[src/rtl/dcache_if.sv]
// CPU-side and memory-side bus of the direct-mapped data cache controller.
// The slave modport is the cache. The master modport is the CPU plus the memory.
interface dcache_if;
  logic        READ;
  logic        WRITE;
  logic [7:0]  ADDRESS;
  logic [7:0]  WRITEDATA;
  logic [7:0]  READDATA;
  logic        BUSYWAIT;
  logic        MEM_READ;
  logic        MEM_WRITE;
  logic [5:0]  MEM_ADDRESS;
  logic [31:0] MEM_WRITEDATA;
  logic [31:0] MEM_READDATA;
  logic        MEM_BUSYWAIT;

  modport slave (
    input  READ, WRITE, ADDRESS, WRITEDATA, MEM_READDATA, MEM_BUSYWAIT,
    output READDATA, BUSYWAIT, MEM_READ, MEM_WRITE, MEM_ADDRESS, MEM_WRITEDATA
  );

  modport master (
    output READ, WRITE, ADDRESS, WRITEDATA, MEM_READDATA, MEM_BUSYWAIT,
    input  READDATA, BUSYWAIT, MEM_READ, MEM_WRITE, MEM_ADDRESS, MEM_WRITEDATA
  );
endinterface

[src/rtl/dcache_ctrl.sv]
// Direct-mapped write-back data cache controller: 8-bit byte address, 4-byte blocks.
// Optional hit/miss counters are built when DCACHE_STATS_EN is defined.
//
// state     | meaning
// S_IDLE    | serve hits combinationally; start a miss
// S_WRITEBACK | write the dirty victim block to memory
// S_FETCH   | read the requested block from memory
// S_UPDATE  | install the fetched block, valid=1, dirty=0
module dcache_ctrl #(
  parameter int INDEX_W  = 3,
  parameter int OFFSET_W = 2
) (
  input  logic CLK,
  input  logic RESET,
  dcache_if.slave bus
`ifdef DCACHE_STATS_EN
  ,
  output logic [15:0] HIT_COUNT,
  output logic [15:0] MISS_COUNT
`endif
);

  localparam int TAG_W = 6 - INDEX_W;
  localparam int NSETS = 1 << INDEX_W;

  typedef enum logic [1:0] {S_IDLE, S_WRITEBACK, S_FETCH, S_UPDATE} state_e;

  state_e             state_q, state_d;
  logic [NSETS-1:0]   valid_q, valid_d;
  logic [NSETS-1:0]   dirty_q, dirty_d;
  logic [TAG_W-1:0]   tag_q  [NSETS];
  logic [TAG_W-1:0]   tag_d  [NSETS];
  logic [31:0]        data_q [NSETS];
  logic [31:0]        data_d [NSETS];

  logic [OFFSET_W-1:0] off;
  logic [INDEX_W-1:0]  idx;
  logic [TAG_W-1:0]    req_tag;
  logic                req;
  logic                hit;

  assign off     = bus.ADDRESS[OFFSET_W-1:0];
  assign idx     = bus.ADDRESS[OFFSET_W +: INDEX_W];
  assign req_tag = bus.ADDRESS[7 -: TAG_W];
  assign req     = bus.READ | bus.WRITE;
  assign hit     = valid_q[idx] && (tag_q[idx] == req_tag);

  always_comb begin
    state_d           = state_q;
    valid_d           = valid_q;
    dirty_d           = dirty_q;
    tag_d             = tag_q;
    data_d            = data_q;
    bus.BUSYWAIT      = 1'b0;
    bus.MEM_READ      = 1'b0;
    bus.MEM_WRITE     = 1'b0;
    bus.MEM_ADDRESS   = '0;
    bus.MEM_WRITEDATA = '0;
    bus.READDATA      = '0;
    case (state_q)
      S_IDLE: begin
        if (req) begin
          if (hit) begin
            // READ and WRITE together resolve as a store.
            if (bus.WRITE) begin
              data_d[idx][{off, 3'b000} +: 8] = bus.WRITEDATA;
              dirty_d[idx]                    = 1'b1;
            end else begin
              bus.READDATA = data_q[idx][{off, 3'b000} +: 8];
            end
          end else begin
            bus.BUSYWAIT = 1'b1;
            state_d      = (valid_q[idx] && dirty_q[idx]) ? S_WRITEBACK : S_FETCH;
          end
        end
      end
      S_WRITEBACK: begin
        bus.BUSYWAIT      = 1'b1;
        bus.MEM_WRITE     = 1'b1;
        bus.MEM_ADDRESS   = {tag_q[idx], idx};
        bus.MEM_WRITEDATA = data_q[idx];
        if (!bus.MEM_BUSYWAIT) state_d = S_FETCH;
      end
      S_FETCH: begin
        bus.BUSYWAIT    = 1'b1;
        bus.MEM_READ    = 1'b1;
        bus.MEM_ADDRESS = {req_tag, idx};
        if (!bus.MEM_BUSYWAIT) state_d = S_UPDATE;
      end
      S_UPDATE: begin
        bus.BUSYWAIT = 1'b1;
        data_d[idx]  = bus.MEM_READDATA;
        tag_d[idx]   = req_tag;
        valid_d[idx] = 1'b1;
        dirty_d[idx] = 1'b0;
        state_d      = S_IDLE;
      end
      default: state_d = S_IDLE;
    endcase
  end

  always_ff @(posedge CLK) begin
    if (!RESET) begin
      state_q <= S_IDLE;
      valid_q <= '0;
      dirty_q <= '0;
    end else begin
      state_q <= state_d;
      valid_q <= valid_d;
      dirty_q <= dirty_d;
    end
  end

  // Tag and data arrays carry no reset; valid gates their use.
  always_ff @(posedge CLK) begin
    tag_q  <= tag_d;
    data_q <= data_d;
  end

`ifdef DCACHE_STATS_EN
  logic [15:0] hit_count_q, hit_count_d;
  logic [15:0] miss_count_q, miss_count_d;
  logic        after_update_q, after_update_d;

  // The hit that completes a miss right after UPDATE is not a new request.
  always_comb begin
    hit_count_d    = hit_count_q;
    miss_count_d   = miss_count_q;
    after_update_d = (state_q == S_UPDATE);
    if ((state_q == S_IDLE) && req && !after_update_q) begin
      if (hit) begin
        if (hit_count_q != 16'hFFFF) hit_count_d = hit_count_q + 16'd1;
      end else begin
        if (miss_count_q != 16'hFFFF) miss_count_d = miss_count_q + 16'd1;
      end
    end
  end

  always_ff @(posedge CLK) begin
    if (!RESET) begin
      hit_count_q    <= '0;
      miss_count_q   <= '0;
      after_update_q <= 1'b0;
    end else begin
      hit_count_q    <= hit_count_d;
      miss_count_q   <= miss_count_d;
      after_update_q <= after_update_d;
    end
  end

  assign HIT_COUNT  = hit_count_q;
  assign MISS_COUNT = miss_count_q;
`endif

endmodule
[src/flat_wrapper.sv]
// flat-port wrapper written by rule: the top's interface ports become plain ports
module dcache_ctrl_flat 
#(
  parameter int INDEX_W  = 3,
  parameter int OFFSET_W = 2
)
  (CLK, RESET, bus_READ, bus_WRITE, bus_ADDRESS, bus_WRITEDATA, bus_MEM_READDATA, bus_MEM_BUSYWAIT, bus_READDATA, bus_BUSYWAIT, bus_MEM_READ, bus_MEM_WRITE, bus_MEM_ADDRESS, bus_MEM_WRITEDATA);
  dcache_if bus_i ();
  input  logic CLK;
  input  logic RESET;
  input wire logic [$bits(bus_i.READ)-1:0] bus_READ;
  input wire logic [$bits(bus_i.WRITE)-1:0] bus_WRITE;
  input wire logic [$bits(bus_i.ADDRESS)-1:0] bus_ADDRESS;
  input wire logic [$bits(bus_i.WRITEDATA)-1:0] bus_WRITEDATA;
  input wire logic [$bits(bus_i.MEM_READDATA)-1:0] bus_MEM_READDATA;
  input wire logic [$bits(bus_i.MEM_BUSYWAIT)-1:0] bus_MEM_BUSYWAIT;
  output wire logic [$bits(bus_i.READDATA)-1:0] bus_READDATA;
  output wire logic [$bits(bus_i.BUSYWAIT)-1:0] bus_BUSYWAIT;
  output wire logic [$bits(bus_i.MEM_READ)-1:0] bus_MEM_READ;
  output wire logic [$bits(bus_i.MEM_WRITE)-1:0] bus_MEM_WRITE;
  output wire logic [$bits(bus_i.MEM_ADDRESS)-1:0] bus_MEM_ADDRESS;
  output wire logic [$bits(bus_i.MEM_WRITEDATA)-1:0] bus_MEM_WRITEDATA;
  assign bus_i.READ = bus_READ;
  assign bus_i.WRITE = bus_WRITE;
  assign bus_i.ADDRESS = bus_ADDRESS;
  assign bus_i.WRITEDATA = bus_WRITEDATA;
  assign bus_i.MEM_READDATA = bus_MEM_READDATA;
  assign bus_i.MEM_BUSYWAIT = bus_MEM_BUSYWAIT;
  assign bus_READDATA = bus_i.READDATA;
  assign bus_BUSYWAIT = bus_i.BUSYWAIT;
  assign bus_MEM_READ = bus_i.MEM_READ;
  assign bus_MEM_WRITE = bus_i.MEM_WRITE;
  assign bus_MEM_ADDRESS = bus_i.MEM_ADDRESS;
  assign bus_MEM_WRITEDATA = bus_i.MEM_WRITEDATA;
  dcache_ctrl #(.INDEX_W(INDEX_W), .OFFSET_W(OFFSET_W)) u_core (.CLK(CLK), .RESET(RESET), .bus(bus_i));
endmodule
[config.mk]
export PLATFORM = sky130hd
export DESIGN_NAME = dcache_ctrl_flat
export DESIGN_NICKNAME = d
export VERILOG_FILES = /design/src/rtl/dcache_if.sv /design/src/rtl/dcache_ctrl.sv /design/src/flat_wrapper.sv
export SDC_FILE = /design/constraint.sdc
export NUM_CORES = 1
export LEC_CHECK = 0
export BUFFER_PORTS_ARGS = -buffer_cell sky130_fd_sc_hd__buf_2
export CAP_MARGIN = 20
export CORE_AREA = 2 2 179 181
export CTS_BUF_LIST = sky130_fd_sc_hd__clkbuf_16
export CTS_CLUSTER_SIZE = 30
export DETAILED_ROUTE_END_ITERATION = 10
export DIE_AREA = 0 0 181 183
export GPL_TIMING_DRIVEN = 0
export PLACE_DENSITY = 0.67
export SLEW_MARGIN = 20
export SYNTH_ARGS = -nofsm -noshare
export SYNTH_HDL_FRONTEND = slang
export SYNTH_SLANG_ARGS = --single-unit
[constraint.sdc]
create_clock -name CLK -period 8.8 [get_ports CLK]
set_input_delay 1.32 -clock CLK [delete_from_list [all_inputs] [get_ports CLK]]
set_output_delay 1.32 -clock CLK [all_outputs]
set_load 0.01 [all_outputs]
* Word-level counts from Yosys, hierarchy flattened
Index checks and enable logic that the tools add are counted.
Storage, ports and cells: register bits after elaboration 298, input port bits 53, output and inout port bits 49, logic and storage cells 98
Cells by class: $add $sub $neg 1, $lt $le $gt $ge 4, equal/unequal tests 10, shifts and indexed selects 3, mux-type cells 46, bitwise gates (word level) 6, reduce and logical (&&, ||, !) cells 9
Operators by type and width (count):
- two-way mux 256 bit | 3
- bitwise mux 256 bit | 2
- one-hot mux 256 bit (2 select lines) | 1
- demux 32 bit (select 3 bit) | 2
- two-way mux 32 bit | 5
- binary-select mux 32 bit (select 3 bit) | 1
- two-way mux 8 bit | 7
- variable shift 8 x 7 -> 32 bit, first input constant | 1
- variable part select 32 x 6 -> 8 bit | 1
- variable part select 8 x 7 -> 32 bit | 1
- bitwise mux 24 bit | 1
- OR 8 bit | 2
- one-hot mux 8 bit (2 select lines) | 1
- one-hot mux 6 bit (2 select lines) | 1
- two-way mux 2 bit | 5
- binary-select mux 3 bit (select 3 bit) | 1
- demux 3 bit (select 3 bit) | 1
- two-way mux 3 bit | 3
- AND 8 bit | 1
- inequality test 2 bit, second input constant | 4
- inverter 8 bit | 1
- one-hot mux 2 bit (4 select lines) | 1
- AND reduction 4 bit | 2
- two-way mux 1 bit | 7
- other kinds (18) | 24

* Logic depth before layout (Yosys ltp)
word-level depth 10, depth in mapped cells 11

* Worst setup path after synthesis
No wires, ideal clock.
path type in2out, start point input bus_ADDRESS[3], end point output bus_READDATA[7], data arrival time 3196 ps, data required time 7480 ps, path slack 4284 ps, stages on the path 7, path through buf_2 > inv_1 > mux4_2 > xnor2_1 > a211oi_4 > nand4_1 > a21oi_1
Between the ends: longest elaborated chain between the ends 9, elaborated cells on any way between the ends 16, those cells by class eq/ne (1); shift (1); mux (12); bitwise (1); reduce/logical (1)
RTL lines:
- from (decl) | line flat_wrapper.sv:13 | input wire logic [$bits(bus_i.ADDRESS)-1:0] bus_ADDRESS;
- inverter 3 -> 4 bit (implied by the code) | line dcache_ctrl.sv:46, dcache_ctrl.sv:69
- binary-select mux 32 bit (select 3 bit) / binary-select mux 3 bit (select 3 bit) (equally long branches) | line dcache_ctrl.sv:69, dcache_ctrl.sv:46
- two-way mux 32 bit (implied by the code) / two-way mux 3 bit (equally long branches) (2 in series) | line dcache_ctrl.sv:69, dcache_ctrl.sv:46
- variable part select 32 x 6 -> 8 bit / == test 3 bit (equally long branches) | line dcache_ctrl.sv:69, dcache_ctrl.sv:46
- two-way mux 8 bit / logical AND 1 bit (equally long branches) | line dcache_ctrl.sv:65, dcache_ctrl.sv:46
- two-way mux 8 bit * | line dcache_ctrl.sv:63 | if (hit) begin
- two-way mux 8 bit * | line dcache_ctrl.sv:62 | if (req) begin
- two-way mux 8 bit * | line dcache_ctrl.sv:60 | case (state_q)
- to (decl) | line flat_wrapper.sv:17 | output wire logic [$bits(bus_i.READDATA)-1:0] bus_READDATA;
Mark *: on every way between the ends. The rest lies on a longest branch, timed or not. The select of a mux whose other input is x is not followed.

* Worst setup path after layout
start point input bus_ADDRESS[3], end point output bus_READDATA[3]
Same word-level chain as after synthesis.

==> reports/summary.md <==
• 33120 um2 — Die Outline Area
• 0 — max-cap violations
• 15420 um2 — area of the mapped netlist
• 0 — endpoints failing hold
• 0.58 ns — clock latency on the worst-skew pair
• 0.06 ns — post-CTS clock slew at the launch and capture registers of the worst setup and hold paths
• 8 — R2R depth
• 102 — num ports
• false — RSZ-0062 raised after global routing
• 0 — number of warning messages in the yosys log
• clkbuf_16 — clock root cell
• 3 — maximum clock insertion buffer count
• 0 — antenna-violating nets left
• 181 um — horizontal die dimension
• 0 — # resized after CTS
• 0 — antenna diode count
• 34.48% — GRT Total Usage
• 6.651 — Vias/cell
• 0.1813 mV — maximum VDD drop
• 14.09% — area growth from synthesis to final layout
• 16630 um2 — instance area at placement
• u_core.data_q[129]$_DFFE_PP_ — FF-to-FF End
• 1.010 — global placer's final weighted congestion
• 1594 — Post-layout nets
• nand2_1 — most common cell after layout, fill and taps aside
• 82480 um — first-pass GRT wire length
• 1466 — syn_nets
• 57810 um — DRT Wirelength
• finished, final reports clean — status
• 49.38% — starting utilization of the core area
• 6 — first-pass iteration count of the detailed router
• 56 — post-synthesis cell type count
• 72.57% — period utilization
• 5.07 ns — arrival time at the worst endpoint
• 188.5 nW/um2 — Pwr Density
• 0 — buffer count from post-CTS setup fixing
• 0 — count of hold-fix buffers inserted at cts
• 17590 um2 — final design area excluding fillers
• a221oi_1 — standard cell with the maximum stage delay on the critical path
• 156.6 MHz — maximum clock rate
• u_core.valid_q[6]$_SDFFE_PN0P_ — hold path start
• 6.044 nW — leakage component of the power
• 1.156 ns — worst-margin pin slew
• u_core.tag_q[11]$_DFFE_PP_ — critical register-to-register path startpoint
• 31 — cts bufs inserted
• 0 ns — accumulated negative setup slack
• 2315 — starting DRC count in detailed routing
• 0.91 ns — biggest cell delay along the critical path
• 15 — maximum number of pins on one net before global-route repair
• 1900 — number of placed cells counting well taps
• buf_2 -> buf_2 -> buf_2 -> buf_4 -> clkbuf_1 -> o22ai_1 -> a221oi_1 -> mux4_2 -> nor2_1 -> buf_2 — Critical Path, Cell by Cell
• 8768 um2 — sequential cell area
• 298 — clock tree sinks
• 0 — DRC Markers
• 0.007435 ns — setup clock skew after layout
• reg2reg — Hold/Removal Path Class
• 1403 — gate count of the mapped netlist
• built — clock tree from TritonCTS
• 29.57 um — mean routed wirelength per cell
• 56.86% — Seq/Total Area, Yosys
• 4 — initial antenna violation count
• 298 — number of register bits inferred by synthesis
• 183 um — Die H
• 0 — total congestion overflow after global routing
• 12476 — via count of the first global-routing pass
• 2664 — # fillers
• 280 — count of flip-flops with a built-in enable after synthesis
• 6 — worst path bufs/invs
• compound AO/OA/AOI/OAI gates — combinational family with the most area after synthesis
• 0 — Pins Over Slew Limit
• 6.386 ns — time the final worst path needs with I/O delays and setup
• in2out — crit path kind
• 13003 — routed vias
• 14.77% — fraction of the mapped netlist area in compound gates
• nand2_1, edfxtp_1, o21ai_0 — commonest cells after routing, fill and taps aside
• 1 — htree depth
• 10 — peak fanout along the critical path
• input port — startpoint type of the worst setup path
• 22.92% — worst slew slack as a fraction of its limit
• 39450 um — post-detail-place hpwl
• 0.05680% — xor and xnor fraction of the mapped netlist area
• 68 — Port Buffers
• 9.453% — fraction of synthesized area in multiplexers
• 6196 um2 — Multi-input gate area
• output pin — capturing element type of the critical path
• 7.48 ns — endpoint required time on the critical path
• 0% — Post-synth ARST share
• 1955 — count of non-filler cells in the finished layout
• 19.45% — fraction of layout cells with a size suffix above 1
• 13.86% — fraction of the mapped netlist area in simple logic gates
• 0.8114% — area share of fa/ha/maj cells after synthesis
• 31230 um2 — Floorplan Core Area
• 0 — number of endpoints failing setup at the final stage
• buffers and inverters — Largest delay share family, worst path
• 65 — number of placement rows
• 5.32 ns — Worst R2R Setup Slack
• u_core.valid_q[6]$_SDFFE_PN0P_ — worst-case hold path end point
• 10.99 um2 — mean cell area of the mapped netlist
• edfxtp_1 — top flip-flop cell by instance count after synthesis
• buf_2 — CP dominant cell by count
• 1 — worst hold path stage count
[registers in the layout (all words and copies together) (netlist names), named ones only]
register and count:
u_core.data_q 256, u_core.state_q 2, u_core.tag_q 24, u_core.valid_q 8
[metrics by stage]
stage	utilization (%)	worst slack (ns)	power, mW	hold slack [ns]
floorplan	-	4.284	1.854	0.4352
global placement	52.08	2.767	2.009	0.4416
detailed placement	53.27	2.707	2.048	0.4528
CTS	56.31	2.743	3.277	0.4665
global route	56.33	2.465	3.365	0.4805
finish	56.33	2.414	3.316	0.4668
[worst max-delay path by stage]
stage / cells past startpoint / startpoint / end / slack, ns
2_1_floorplan: 7 / bus_ADDRESS[3] / bus_READDATA[7] / 4.28
5_1_grt: 10 / bus_ADDRESS[3] / bus_READDATA[3] / 2.46
3_3_place_gp: 10 / bus_ADDRESS[3] / bus_READDATA[3] / 2.77
4_1_cts: 10 / bus_ADDRESS[3] / bus_READDATA[3] / 2.74
6_report: 10 / bus_ADDRESS[3] / bus_READDATA[3] / 2.41
3_5_place_dp: 10 / bus_ADDRESS[3] / bus_READDATA[3] / 2.71
[power breakdown]
part	internal [mW]	leakage (nW)	total (mW)	switching (mW)
sequential	1.55	3.04	1.56	0.00758
combinational	0.138	2.51	0.481	0.343
clock	0.717	0.489	1.27	0.557
[cells by family after synthesis]
kind of cell | Yosys count
mux | 94
compound gates | 379
simple gates | 491
xor+xnor | 1
flops | 298
buf+inv | 130
fa+ha+maj | 10
[worst register-to-register path, delay by kind of cell (launching register included)]
family,cells,cell delay (ns)
DFF,1,0.36
and+or+nand+nor,2,1.12
buffers and inverters,2,0.51
muxes,1,0.28
AOI/OAI and AO/OA,3,0.93
[cell usage after synthesis (8+ instances only)]
| cell | count | area [um2] |
|---|---|---|
| nand2_1 | 351 | 1318 |
| edfxtp_1 | 280 | 8408 |
| o21ai_0 | 267 | 1336 |
| clkbuf_1 | 52 | 195.2 |
| mux4_2 | 39 | 878.3 |
| a221oi_1 | 34 | 297.8 |
| mux2i_1 | 32 | 320.3 |
| nor2b_1 | 32 | 200.2 |
| buf_2 | 27 | 135.1 |
| buf_4 | 27 | 202.7 |
| nor2_1 | 27 | 101.4 |
| mux2_2 | 23 | 259.0 |
| dfxtp_1 | 18 | 360.4 |
| nor3_1 | 18 | 90.09 |
| a22oi_1 | 15 | 112.6 |
| and2_1 | 15 | 93.84 |
| nor4_1 | 13 | 81.33 |
| buf_1 | 12 | 45.04 |
| ha_1 | 10 | 125.1 |
| o22ai_1 | 10 | 62.56 |
| o21a_1 | 9 | 67.56 |
| nand3_1 | 8 | 40.04 |
[cell type report]
| class | instances | area share (%) |
|---|---|---|
| Sequential cell | 298 | 49.84 |
| Tap cell | 402 | 2.859 |
| Clock inverter | 24 | 0.9886 |
| Timing Repair Buffer | 95 | 3.015 |
| Clock buffer | 31 | 4.409 |
| Multi-Input combinational cell | 975 | 35.22 |
| Inverter | 9 | 0.1920 |
| Buffer | 121 | 3.478 |
[routing by layer]
metal | vias up | wire [um] | track usage [%]
met5 | - | 23 | 0
met4 | 4 | 3404 | 18.44
met3 | 266 | 8976 | 11.26
met2 | 1124 | 25140 | 52.54
met1 | 6173 | 20270 | 44.11
li1 | 5436 | - | -
No activity file was read; power rests on OpenSTA's default activity.
